## config.mk

```make
export PLATFORM = sky130hd
export DESIGN_NAME = matmul_sequencer
export DESIGN_NICKNAME = d
export VERILOG_FILES = /design/src/rtl/matmul_sequencer.sv
export SDC_FILE = /design/constraint.sdc
export NUM_CORES = 1
export LEC_CHECK = 0
export CORE_AREA = 2 2 43 45
export CTS_CLUSTER_DIAMETER = 30
export CTS_CLUSTER_SIZE = 16
export DETAILED_ROUTE_END_ITERATION = 7
export DIE_AREA = 0 0 45 47
export GPL_TIMING_DRIVEN = 0
export HOLD_SLACK_MARGIN = 0.12
export PLACE_DENSITY = 0.79
export SYNTH_ARGS = -nofsm -noshare
export SYNTH_HDL_FRONTEND = slang
export SYNTH_SLANG_ARGS = --single-unit
```

## constraint.sdc

```tcl
create_clock -name clock -period 4.37 [get_ports clock]
set_input_delay 0.874 -clock clock [delete_from_list [all_inputs] [get_ports clock]]
set_output_delay 0.874 -clock clock [all_outputs]
set_load 0.02 [all_outputs]
```

## src/rtl/matmul_sequencer.sv

```systemverilog
// Control FSM for a single-MAC matrix multiply C = A x B: walks (i, j, k) row-major
// with k innermost, drives accumulator enable/load and a registered result-write strobe.
module matmul_sequencer #(
  parameter  int AROWS    = 3,
  parameter  int ACOLUMNS = 3,
  parameter  int BCOLUMNS = 3,
  localparam int IW = (AROWS    > 1) ? $clog2(AROWS)    : 1,
  localparam int KW = (ACOLUMNS > 1) ? $clog2(ACOLUMNS) : 1,
  localparam int JW = (BCOLUMNS > 1) ? $clog2(BCOLUMNS) : 1
) (
  input  logic          clock,
  input  logic          nreset,
  input  logic          start,
  input  logic          abort,
  input  logic          operand_valid,
  output logic          busy,
  output logic [IW-1:0] i,
  output logic [JW-1:0] j,
  output logic [KW-1:0] k,
  output logic          mac_en,
  output logic          acc_first,
  output logic          out_we,
  output logic [IW-1:0] out_row,
  output logic [JW-1:0] out_col,
  output logic          done
);

  typedef enum logic [1:0] {
    S_IDLE,
    S_RUN,
    S_DRAIN,
    S_DONE
  } state_t;

  state_t        r_state;
  logic [IW-1:0] r_i;
  logic [JW-1:0] r_j;
  logic [KW-1:0] r_k;
  logic [IW-1:0] r_out_row;
  logic [JW-1:0] r_out_col;
  logic          r_out_we;
  logic          r_busy;
  logic          r_done;

  logic w_mac_en;
  logic w_i_last;
  logic w_j_last;
  logic w_k_last;

  // MAC is gated by abort so an aborted cycle can never schedule a write strobe.
  assign w_mac_en = (r_state == S_RUN) && operand_valid && !abort;
  assign w_i_last = (r_i == IW'(AROWS - 1));
  assign w_j_last = (r_j == JW'(BCOLUMNS - 1));
  assign w_k_last = (r_k == KW'(ACOLUMNS - 1));

  always_ff @(posedge clock or negedge nreset) begin
    if (!nreset) begin
      r_state   <= S_IDLE;
      r_i       <= '0;
      r_j       <= '0;
      r_k       <= '0;
      r_out_row <= '0;
      r_out_col <= '0;
      r_out_we  <= 1'b0;
      r_busy    <= 1'b0;
      r_done    <= 1'b0;
    end else begin
      r_out_we <= 1'b0;
      r_done   <= 1'b0;
      if (abort) begin
        r_state <= S_IDLE;
        r_i     <= '0;
        r_j     <= '0;
        r_k     <= '0;
        r_busy  <= 1'b0;
      end else begin
        case (r_state)
          S_IDLE: begin
            if (start) begin
              r_state <= S_RUN;
              r_busy  <= 1'b1;
            end
          end
          S_RUN: begin
            if (w_mac_en) begin
              if (w_k_last) begin
                r_out_we  <= 1'b1;
                r_out_row <= r_i;
                r_out_col <= r_j;
                r_k       <= '0;
                if (w_j_last) begin
                  r_j <= '0;
                  if (w_i_last) begin
                    r_i     <= '0;
                    r_state <= S_DRAIN;
                  end else begin
                    r_i <= r_i + IW'(1);
                  end
                end else begin
                  r_j <= r_j + JW'(1);
                end
              end else begin
                r_k <= r_k + KW'(1);
              end
            end
          end
          S_DRAIN: begin
            r_state <= S_DONE;
            r_busy  <= 1'b0;
            r_done  <= 1'b1;
          end
          S_DONE: begin
            r_state <= S_IDLE;
          end
          default: begin
            r_state <= S_IDLE;
          end
        endcase
      end
    end
  end

  assign busy      = r_busy;
  assign i         = r_i;
  assign j         = r_j;
  assign k         = r_k;
  assign mac_en    = w_mac_en;
  assign acc_first = w_mac_en && (r_k == '0);
  assign out_we    = r_out_we;
  assign out_row   = r_out_row;
  assign out_col   = r_out_col;
  assign done      = r_done;

endmodule

```

==> results of run 1 <==
==> flip-flops by register name, summed over array words and instances, names as in the netlist <==
signal and cells:
out_row 2, out_col 2, r_state 2, j 2, out_we 1, i 2
done 1, k 2, busy 1
==> metal layers <==
layer	routed length, um	vias up	GRT usage, %
li1	-	297	-
met1	634	291	19.5
met2	683	15	23.4
met3	68	2	3.85
met4	15	0	8.82
met5	0	-	0
==> cell usage after synthesis <==
cell type	n	area share [%]
o21bai_1	1	0.95
clkbuf_1	1	0.47
nor3b_4	1	2.4
inv_1	4	1.9
or2_1	1	0.79
mux2i_1	2	2.5
nand4bb_1	1	1.4
or3b_1	1	1.1
ha_1	3	4.7
nand3b_2	1	1.4
nor2b_1	5	3.9
nand2_1	5	2.4
o21ai_0	3	1.9
nand4b_2	1	1.9
a211oi_1	1	0.95
a21oi_1	6	3.8
o21ai_1	2	1.3
o211a_1	1	1.3
and3b_1	1	1.1
or4_1	2	1.9
nand2b_1	2	1.6
mux2_4	4	7.6
nor2_1	1	0.47
or3_1	1	0.79
dfrtp_1	15	47
and2_1	2	1.6
nor3_1	1	0.63
nand3b_1	1	0.95
a221oi_1	1	1.1
==> power groups by stage <==
stage / registers (mW) / logic, mW / clock network, mW
finish: 0.169 / 0.139 / 0.0753
global placement: 0.171 / 0.136 / 0
floorplan: 0.178 / 0.0887 / 0
global route: 0.171 / 0.157 / 0.0845
CTS: 0.169 / 0.140 / 0.0785
detailed placement: 0.171 / 0.141 / 0
==> worst max-delay path by stage <==
stage,from,to,slack (ns),cells after the start
final,operand_valid,acc_first,1.10,4
after global routing,operand_valid,acc_first,1.04,4
after CTS,operand_valid,acc_first,1.10,4
after detailed placement,operand_valid,acc_first,1.09,4
after global placement,operand_valid,acc_first,1.13,4
after floorplan,abort,acc_first,1.91,2
==> worst max-delay path: cells and delay by family <==
| family | cells | cell delay [ns] |
|---|---|---|
| buffers and inverters | 2 | 1.21 |
| AND/OR/NAND/NOR | 2 | 0.31 |
==> final cells by class <==
cell class	instances	share of cell area, %
repair buffers	19	18.4
flip-flops and latches	15	36.4
inverters	4	1.46
clock buffers	4	2.55
plain buffers	1	0.364
multi-input cells	51	38.7
well taps	17	2.06
==> placed cells by master (no fill, tap or decap), drive strengths merged, types with 2 or more instances in the layout <==
master,instances
nand2,5
mux2i,2
clkdlybuf4s50,19
nand2b,2
dfrtp,15
a21oi,6
nand3b,2
clkbuf,5
ha,3
or4,2
nor2b,5
o21ai,5
mux2,4
inv,4
and2,2
==> stage by stage <==
step	power, mW	instances
finish	0.383	111
global route	0.412	111
CTS	0.388	111
detailed placement	0.312	107
global placement	0.306	107
floorplan	0.266	71
==> kinds of logic after synthesis <==
family / after synthesis
buf+inv: 5
simple gates: 27
mux: 6
fa+ha+maj: 3
flops: 15
compound gates: 15
==> results.md, run 1 <==
- Run status: finished, final reports clean
- Final hold vios: 0
- Clock slew at reported path FFs: 0.08 ns
- Largest net degree at the start of global routing: 16
- Final setup margin: 1.10 ns
- ANT nets after route: 0
- Row count: 15
- Total CTS buffers: 3
- WP data required: 3.50 ns
- # clock sinks: 15
- Cts repair resizes: 0
- Fin crit period: 3.27 ns
- Netlist cell types: 29
- Worst Hold Class: reg2reg
- GRT Total Usage: 15.2%
- DIE WIDTH: 45 um
- Hold path cells: 1
- Critical Path Fanout Max: 5
- Setup violators final: 0
- Ports: 20
- Setup WS pre-CTS: 1.09 ns
- Area of the mapped netlist: 793 sq um
- Gate Count Post-Synth: 71
- TritonCTS clock tree: yes
- Wirelength per Cell: 12.6 um
- Final HPWL DP: 1.07 mm
- Synth Area in Adders: 4.73%
- FF-to-FF path depth: 5
- Port Buf Inserts: 19
- Syn Nets: 79
- Sw Ratio: 32.6%
- Power share of the clock group: 19.7%
- Core Util, Final: 62.4%
- Core area: 0.00165 sq mm
- Hold Buf Count CTS: 0
- Fin area: 0.00103 sq mm
- DRC violations left: 0
- Final Max Tran Viols: 0
- Critical Path End Type: output pin
- Total die area: 0.00212 sq mm
- Switch Pwr: 125 uW
- Internal power: 258 uW
- Synth Area in Simple Gates: 24.3%
- Clk buf depth: 2
- Final net count: 103
- Final hold slack: 0.516 ns
- Post-DR vias/cell: 5.45
- Placed cell area: 0.00100 sq mm
- Setup TNS Final: 0 ns
- Rel. slew slack: 56.8%
- Clk_lat worst skew: 0.27 ns
- Hold path start: out_row[0]
- Max Cap Viol: 0
- Main combinational cell family by area after synthesis: simple AND/OR/NAND/NOR gates
- Worst slew pin tran: 0.646 ns
- Tcrit/Tclk final: 74.8%
- Post-synthesis average cell area: 11.2 sq um
- Antenna Diode Count: 0
- CP peak stage delay: 0.62 ns
- Multiplexer share of the synthesized area: 10.1%
- Slowest CP cell: clkdlybuf4s50_1
- Power per cell area: 372 mW/mm^2
- Reg area: 375 sq um
- Die H: 47 um
- Fmax: 306 MHz
- Fin Clk Skew: 0.00512 ns
- RePlAce Congestion: 0.753
- Register-to-register setup slack: 2.55 ns
- Warnings from Yosys: 0
- Worst VDD drop: 0.239 mV
- Initial antenna violation count: 0
- Postcts setup bufs: 0
- Post-synthesis sequential area ratio: 47.3%
- Starting Density: 48.0%
- CP cell instances: clkdlybuf4s50_1, nand3b_2, nor3_1, clkdlybuf4s50_1
- H-tree depth: 1
- Vias in the first global route: 535
- Share of cells above drive strength 1: 10.6%
- Multi-input logic area: 399 sq um
- End of the worst register-to-register path: out_col[0]
- CP Class: in2out
- Static leakage: 0.439 nW
- R2r startpoint: r_state[1]
- Final WL: 1.40 mm
- FILL cells: 152
- First-pass GRT wire length: 2.26 mm
- Synth Register Bits: 15
- Initial drt markers: 7
- Flop pwr share: 44.1%
- Post-Synth XOR/XNOR Area: 0%
- Most used cell, CP: clkdlybuf4s50_1
- CP arrival: 2.40 ns
- Compound-gate portion of the synthesized area: 11.2%
- RSZ-0062 raised after global routing: no
- Router iterations before antenna repair: 4
- Comb power frac: 36.3%
- Clk root buf: clkbuf_4
- Layout area overhead: 30.0%
- Remaining Overflow, GRT: 0
- Total number of vias: 605
- Startpoint Class: input pin
- Hold Path End: out_row[0]
Note: power is estimated with default switching activity, not from simulation.
==> inputs of run 2 (changes only) <==
==> config.mk (replaced) <==
export PLATFORM = sky130hd
export DESIGN_NAME = matmul_sequencer
export DESIGN_NICKNAME = d
export VERILOG_FILES = /design/src/rtl/matmul_sequencer.sv
export SDC_FILE = /design/constraint.sdc
export NUM_CORES = 1
export LEC_CHECK = 0
export CORE_AREA = 2 2 45 47
export CTS_CLUSTER_DIAMETER = 30
export CTS_CLUSTER_SIZE = 16
export DETAILED_ROUTE_END_ITERATION = 7
export DIE_AREA = 0 0 47 49
export GPL_TIMING_DRIVEN = 0
export HOLD_SLACK_MARGIN = 0.12
export PLACE_DENSITY = 0.73
export SYNTH_ARGS = -nofsm -noshare
export SYNTH_HDL_FRONTEND = slang
export SYNTH_SLANG_ARGS = --single-unit
==> constraint.sdc (replaced) <==
create_clock -name clock -period 3.2 [get_ports clock]
set_input_delay 0.64 -clock clock [delete_from_list [all_inputs] [get_ports clock]]
set_output_delay 0.64 -clock clock [all_outputs]
set_load 0.02 [all_outputs]
==> run 2 against run 1 <==
Hold slack improved by 0.0029 ns. Clock-buffer cell count unchanged. Die area up 8.9%. Critical path depth stayed put. Setup slack got worse by 0.71 ns.
==> results.md, run 2 (synthesized netlist as in run 1, its figures left out) <==
- Port Buf Inserts: 19 (unchanged)
- Setup TNS Final: 0 ns (unchanged)
- Worst slew pin tran: 0.647 ns (+0.00126 ns)
- Cts repair resizes: 0 (unchanged)
- Wirelength per Cell: 12.5 um (-1.1%)
- ANT nets after route: 0 (unchanged)
- FF-to-FF path depth: 5 (unchanged)
- Critical Path End Type: output pin
- Fin crit period: 2.81 ns
- Power per cell area: 506 mW/mm^2 (+36%)
- Run status: finished, final reports clean
- Worst VDD drop: 0.282 mV (+18%)
- Router iterations before antenna repair: 4 (unchanged)
- Core area: 0.00184 sq mm (+12%)
- Max Cap Viol: 0 (unchanged)
- DRC violations left: 0 (unchanged)
- Register-to-register setup slack: 1.40 ns (-1.15 ns)
- Hold path cells: 1 (unchanged)
- Hold Buf Count CTS: 0 (unchanged)
- Final HPWL DP: 1.12 mm (+4.6%)
- GRT Total Usage: 15.3% (+0.11 points)
- Total die area: 0.00230 sq mm (+8.9%)
- Clk buf depth: 2 (unchanged)
- Total CTS buffers: 3 (unchanged)
- Static leakage: 0.439 nW (unchanged)
- Share of cells above drive strength 1: 10.6% (unchanged)
- Final Max Tran Viols: 0 (unchanged)
- Final setup margin: 0.389 ns (-0.711 ns)
- Postcts setup bufs: 0 (unchanged)
- Total number of vias: 625 (+3.3%)
- Fin Clk Skew: 0.00573 ns (+0.000605 ns)
- First-pass GRT wire length: 2.55 mm (+13%)
- Initial antenna violation count: 0 (unchanged)
- Antenna Diode Count: 0 (unchanged)
- Row count: 16 (+1)
- Initial drt markers: 6 (-1)
- Startpoint Class: input pin
- Most frequent cells in the layout: 19 x clkdlybuf4s50_1, 15 x dfrtp_1, 6 x a21oi_1
- End of the worst register-to-register path: out_col[0]
- Setup violators final: 0 (unchanged)
- Final WL: 1.51 mm (+7.8%)
- Clk_lat worst skew: 0.27 ns (about the same)
- DIE WIDTH: 47 um (+4.4%)
- TritonCTS clock tree: yes
- Tcrit/Tclk final: 87.9%
- Remaining Overflow, GRT: 0 (unchanged)
- Final hold vios: 0 (unchanged)
- CP Class: in2out
- Rel. slew slack: 56.7% (-0.084 points)
- Clock slew at reported path FFs: 0.09 ns (about the same)
- CP arrival: 2.17 ns (-0.23 ns)
- Critical Path Fanout Max: 5 (unchanged)
- Starting Density: 43.1% (-5.0 points)
- Final net count: 103 (unchanged)
- Most common cell after layout, fill and taps aside: clkdlybuf4s50_1
- Vias in the first global route: 569 (+6.4%)
- Layout area overhead: 31.5%
- Ports: 20 (unchanged)
- # clock sinks: 15 (unchanged)
- Placed cell area: 0.00102 sq mm (+1.2%)
- Fmax: 356 MHz
- Largest net degree at the start of global routing: 16 (unchanged)
- R2r startpoint: r_state[1]
- Final total power: 528 uW (+38%)
- Worst Hold Class: reg2reg
- Hold Path End: out_col[1]
- WP data required: 2.56 ns (-0.94 ns)
- RSZ-0062 raised after global routing: no
- Setup WS pre-CTS: 0.393 ns (-0.698 ns)
- Clk root buf: clkbuf_4
- H-tree depth: 1 (unchanged)
- Fin area: 0.00104 sq mm (+1.2%)
- Post-DR vias/cell: 5.17 (-5.2%)
- RePlAce Congestion: 0.829 (+10%)
- Hold path start: out_col[1]
- Die H: 49 um (+4.3%)
- Final hold slack: 0.519 ns (+0.00286 ns)
run 2: cell counts in the layout (fill, tap and decap cells not counted):
Identical to the previous run, type by type.
run 2: critical path, stage by stage:
cell             delay (ns)
clkdlybuf4s50_1        0.59
nand3b_2               0.16
nor3_1                 0.16
clkdlybuf4s50_1        0.63
run 2: final cells by class:
class	instances	area, sq um
plain buffers	1	3.75
clock buffers	4	26.3
fillers	161	798
inverters	4	15.0
multi-input cells	51	399
flip-flops and latches	15	375
well taps	27	33.8
repair buffers	19	190
run 2: per-layer routing:
layer | wire (um) | track usage [%]
met2 | 780 | 25.3
met1 | 665 | 19.5
met3 | 42 | 2.22
met4 | 23 | 5.56
met5 | 0 | 0
run 2: worst max path at each step:
| stage | startpoint | endpoint | slack [ns] |
|---|---|---|---|
| after floorplan | abort | acc_first | 1.21 |
| after global placement | operand_valid | acc_first | 0.41 |
| after detailed placement | operand_valid | acc_first | 0.39 |
| after CTS | operand_valid | acc_first | 0.38 |
| after global routing | operand_valid | acc_first | 0.31 |
| final | operand_valid | acc_first | 0.39 |
run 2: through the flow:
| step | utilization, % | cells |
|---|---|---|
| after floorplan | - | 71 |
| after global placement | 55.2 | 117 |
| after detailed placement | 55.2 | 117 |
| after CTS | 56.7 | 121 |
| after global routing | 56.7 | 121 |
| final | 56.7 | 121 |
run 2: report_power, final:
part           internal [mW]  switching (mW)  total (mW)
registers              0.211          0.0186       0.230
clock network         0.0482          0.0587       0.107
logic                 0.0943          0.0975       0.192
total                  0.353           0.175       0.528
==> inputs of run 3 (changes only) <==
==> config.mk (replaced) <==
export PLATFORM = sky130hd
export DESIGN_NAME = matmul_sequencer
export DESIGN_NICKNAME = d
export VERILOG_FILES = /design/src/rtl/matmul_sequencer.sv
export SDC_FILE = /design/constraint.sdc
export NUM_CORES = 1
export LEC_CHECK = 0
export ABC_AREA = 1
export CORE_AREA = 2 2 44 46
export CTS_CLUSTER_DIAMETER = 30
export CTS_CLUSTER_SIZE = 16
export DETAILED_ROUTE_END_ITERATION = 7
export DIE_AREA = 0 0 46 48
export GPL_TIMING_DRIVEN = 0
export HOLD_SLACK_MARGIN = 0.12
export PLACE_DENSITY = 0.72
export SYNTH_ARGS = -nofsm -noshare
export SYNTH_HDL_FRONTEND = slang
export SYNTH_SLANG_ARGS = --single-unit
==> run 3 against run 2 <==
Largest cell class is now flip-flops and latches. Total power is 6.4% higher. Largest power group unchanged. Sequential share of layout area is 2.5 points higher. Setup slack worse by 0.069 ns.
==> results.md, run 3 <==
- Async S/R FF share, synth: 100% (unchanged)
- Final hold vios: 0 (unchanged)
- Run status: finished, final reports clean
- Warnings from Yosys: 0 (unchanged)
- Routing usage on met1: 17.4% (-2.0 points)
- Power per cell area: 577 mW/mm^2 (+14%)
- Remaining Overflow, GRT: 0 (unchanged)
- Met3 Use GR: 3.40% (+1.2 points)
- Port Buf Inserts: 19 (unchanged)
- Total die area: 0.00221 sq mm (-4.1%)
- Rel. slew slack: 54.8% (-1.9 points)
- Most common cell after layout, fill and taps aside: nand2_1
- CP arrival: 2.24 ns (+0.07 ns)
- Largest area contributor in the synthesized netlist: dfrtp_1
- Top FF cell, synth: dfrtp_1
- Final net count: 121 (+17%)
- Vias in the first global route: 562 (-1.2%)
- Worst Hold Class: reg2reg
- Clock slew at reported path FFs: 0.08 ns (about the same)
- Total number of vias: 621 (-0.64%)
- Final HPWL DP: 1.01 mm (-9.7%)
- Core area: 0.00169 sq mm (-8.3%)
- CP Class: in2out
- Largest net degree at the start of global routing: 16 (unchanged)
- Gate Count Post-Synth: 89 (+25%)
- Post-DR vias/cell: 4.81 (-6.8%)
- Antenna Diode Count: 0 (unchanged)
- Setup TNS Final: 0 ns (unchanged)
- TritonCTS clock tree: yes
- Clk root buf: clkbuf_4
- Initial antenna violation count: 0 (unchanged)
- Netlist cell types: 17 (-41%)
- Share of cells above drive strength 1: 8.04% (-2.6 points)
- CP peak stage delay: 0.60 ns (-0.03 ns)
- Setup violators final: 0 (unchanged)
- Fin Clk Skew: 0.00327 ns (-0.00246 ns)
- Layout area overhead: 32.3%
- Syn Nets: 97 (+23%)
- GRT met2 Usage: 22.2% (-3.1 points)
- Synth Register Bits: 15 (unchanged)
- Starting Density: 43.6% (+0.56 points)
- Cts repair resizes: 0 (unchanged)
- Post-synthesis average cell area: 8.28 sq um (-26%)
- GR peak layer: met2
- Ports: 20 (unchanged)
- Fin area: 975 sq um (-6.6%)
- Total CTS buffers: 3 (unchanged)
- Top cell type's share of synthesized area: 50.9% (+3.6 points)
- Number of flops mapped to enable cells by yosys: 0 (unchanged)
- Critical path's top delay family: buffers and inverters
- DRC violations left: 0 (unchanged)
- Multi-input logic area: 299 sq um (-25%)
- RePlAce Congestion: 0.768 (-7.5%)
- CP cell instances: clkdlybuf4s50_1, nor2_4, inv_1, nor2_1, clkdlybuf4s50_1
- Router iterations before antenna repair: 2 (-2)
- DIE WIDTH: 46 um (-2.1%)
- Critical Path End Type: output pin
- Slowest CP cell: clkdlybuf4s50_1
- Critical Path Fanout Max: 7 (+2)
- H-tree depth: 1 (unchanged)
- Area contributors post-synth: dfrtp_1 51%, nand2_1 11%, inv_1 7.6%, ha_1 5.1%, o21ai_0 4.8%
- GRT Total Usage: 14.1% (-1.2 points)
- Final WL: 1.31 mm (-13%)
- Static leakage: 0.467 nW (+6.4%)
- Row count: 15 (-1)
- FILL cells: 158 (-1.9%)
- Final Max Tran Viols: 0 (unchanged)
- # clock sinks: 15 (unchanged)
- Most frequent cell after synthesis: nand2_1
- Most frequent cells in the layout: 21 x nand2_1, 19 x clkdlybuf4s50_1, 15 x inv_1, 15 x dfrtp_1, 9 x nor2_1
- Die H: 48 um (-2.0%)
- Placed cell area: 948 sq um (-6.8%)
- Fmax: 347 MHz (-2.4%)
- ANT nets after route: 0 (unchanged)
- Area of the mapped netlist: 737 sq um (-7.1%)
- Max Cap Viol: 0 (unchanged)
- Clk_lat worst skew: 0.28 ns (about the same)
- WP data required: 2.56 ns (about the same)
- Wirelength per Cell: 10.2 um (-18%)
- RSZ-0062 raised after global routing: no
- Tcrit/Tclk final: 90.0% (+2.2 points)
- Initial drt markers: 7 (+1)
- Register-to-register setup slack: 1.90 ns (+0.50 ns)
- CP bufs+invs: 3 (+1)
- First-pass GRT wire length: 2.15 mm (-16%)
- Hold Buf Count CTS: 0 (unchanged)
- Synth top cells by count: 21 x nand2_1, 15 x dfrtp_1, 15 x inv_1
- Worst VDD drop: 0.268 mV (-4.8%)
- Worst slew pin tran: 0.676 ns (+0.0288 ns)
- Clk buf depth: 2 (unchanged)
- Startpoint Class: input pin
- Reg area: 375 sq um (unchanged)
- Post-synthesis sequential area ratio: 50.9% (+3.6 points)
- Most used cell, CP: clkdlybuf4s50_1
- Fin crit period: 2.88 ns (+0.0691 ns)
- Postcts setup bufs: 0 (unchanged)
run 3: cell types whose count changed after synthesis, moves of 5 or more:
cell,before,now
nand2_1,5,21
nor2b_1,5,0
inv_1,4,15
nor2_1,1,9
nand3_1,0,5
run 3: worst min-delay path: stages (launching register included):
cell     delay (ns)
dfrtp_1        0.35
nand2_1        0.05
o21ai_0        0.05
run 3: report_power, final:
| part | total (mW) | switching [mW] | leakage (nW) | internal, mW |
|---|---|---|---|---|
| combinational | 0.213 | 0.122 | 0.249 | 0.0913 |
| clock | 0.105 | 0.0571 | 0.0150 | 0.0483 |
| sequential | 0.244 | 0.0236 | 0.203 | 0.220 |
run 3: cells by family (layout without fill, tap and decap cells):
kind of cell             count (synthesis)  after routing  synth area share [%]
buffers and inverters                   16             39                  8.49
AO/OA/AOI/OAI                           12             12                  8.32
AND/OR/NAND/NOR                         43             43                  27.2
flip-flops                              15             15                  50.9
adder cells (fa/ha/maj)                  3              3                  5.09
run 3: metal layers:
| layer | share of wire, % | vias to the layer above |
|---|---|---|
| li1 | - | 325 |
| met1 | 48 | 281 |
| met2 | 47 | 13 |
| met3 | 4.0 | 2 |
| met4 | 0.76 | 0 |
| met5 | 0 | - |
run 3: path summary, 6_finish.rpt:
kind                            startpoint         end  cells past startpoint
worst min register to register  out_col[1]  out_col[1]                      2
max in group asynchronous           nreset        k[0]                      1
min in group asynchronous           nreset        i[1]                      1
worst max-delay path                 abort   acc_first                      5
worst min-delay path            out_col[1]  out_col[1]                      2
worst max register to register  r_state[1]  out_col[0]                      7
run 3: area by class of cell:
class / count / area share (%)
flip-flops and latches: 15 / 38.5
multi-input cells: 58 / 30.7
repair buffers: 19 / 19.5
inverters: 16 / 6.42
clock buffers: 4 / 2.70
well taps: 17 / 2.18
run 3: through the flow:
step	utilization (%)	setup WS, ns	hold WS [ns]	cells	total power, mW
finish	57.7	0.320	0.485	129	0.562
global placement	56.1	0.348	0.466	125	0.458
detailed placement	56.1	0.319	0.473	125	0.463
CTS	57.7	0.317	0.494	129	0.570
floorplan	-	1.27	0.344	89	0.381
global route	57.7	0.230	0.545	129	0.607
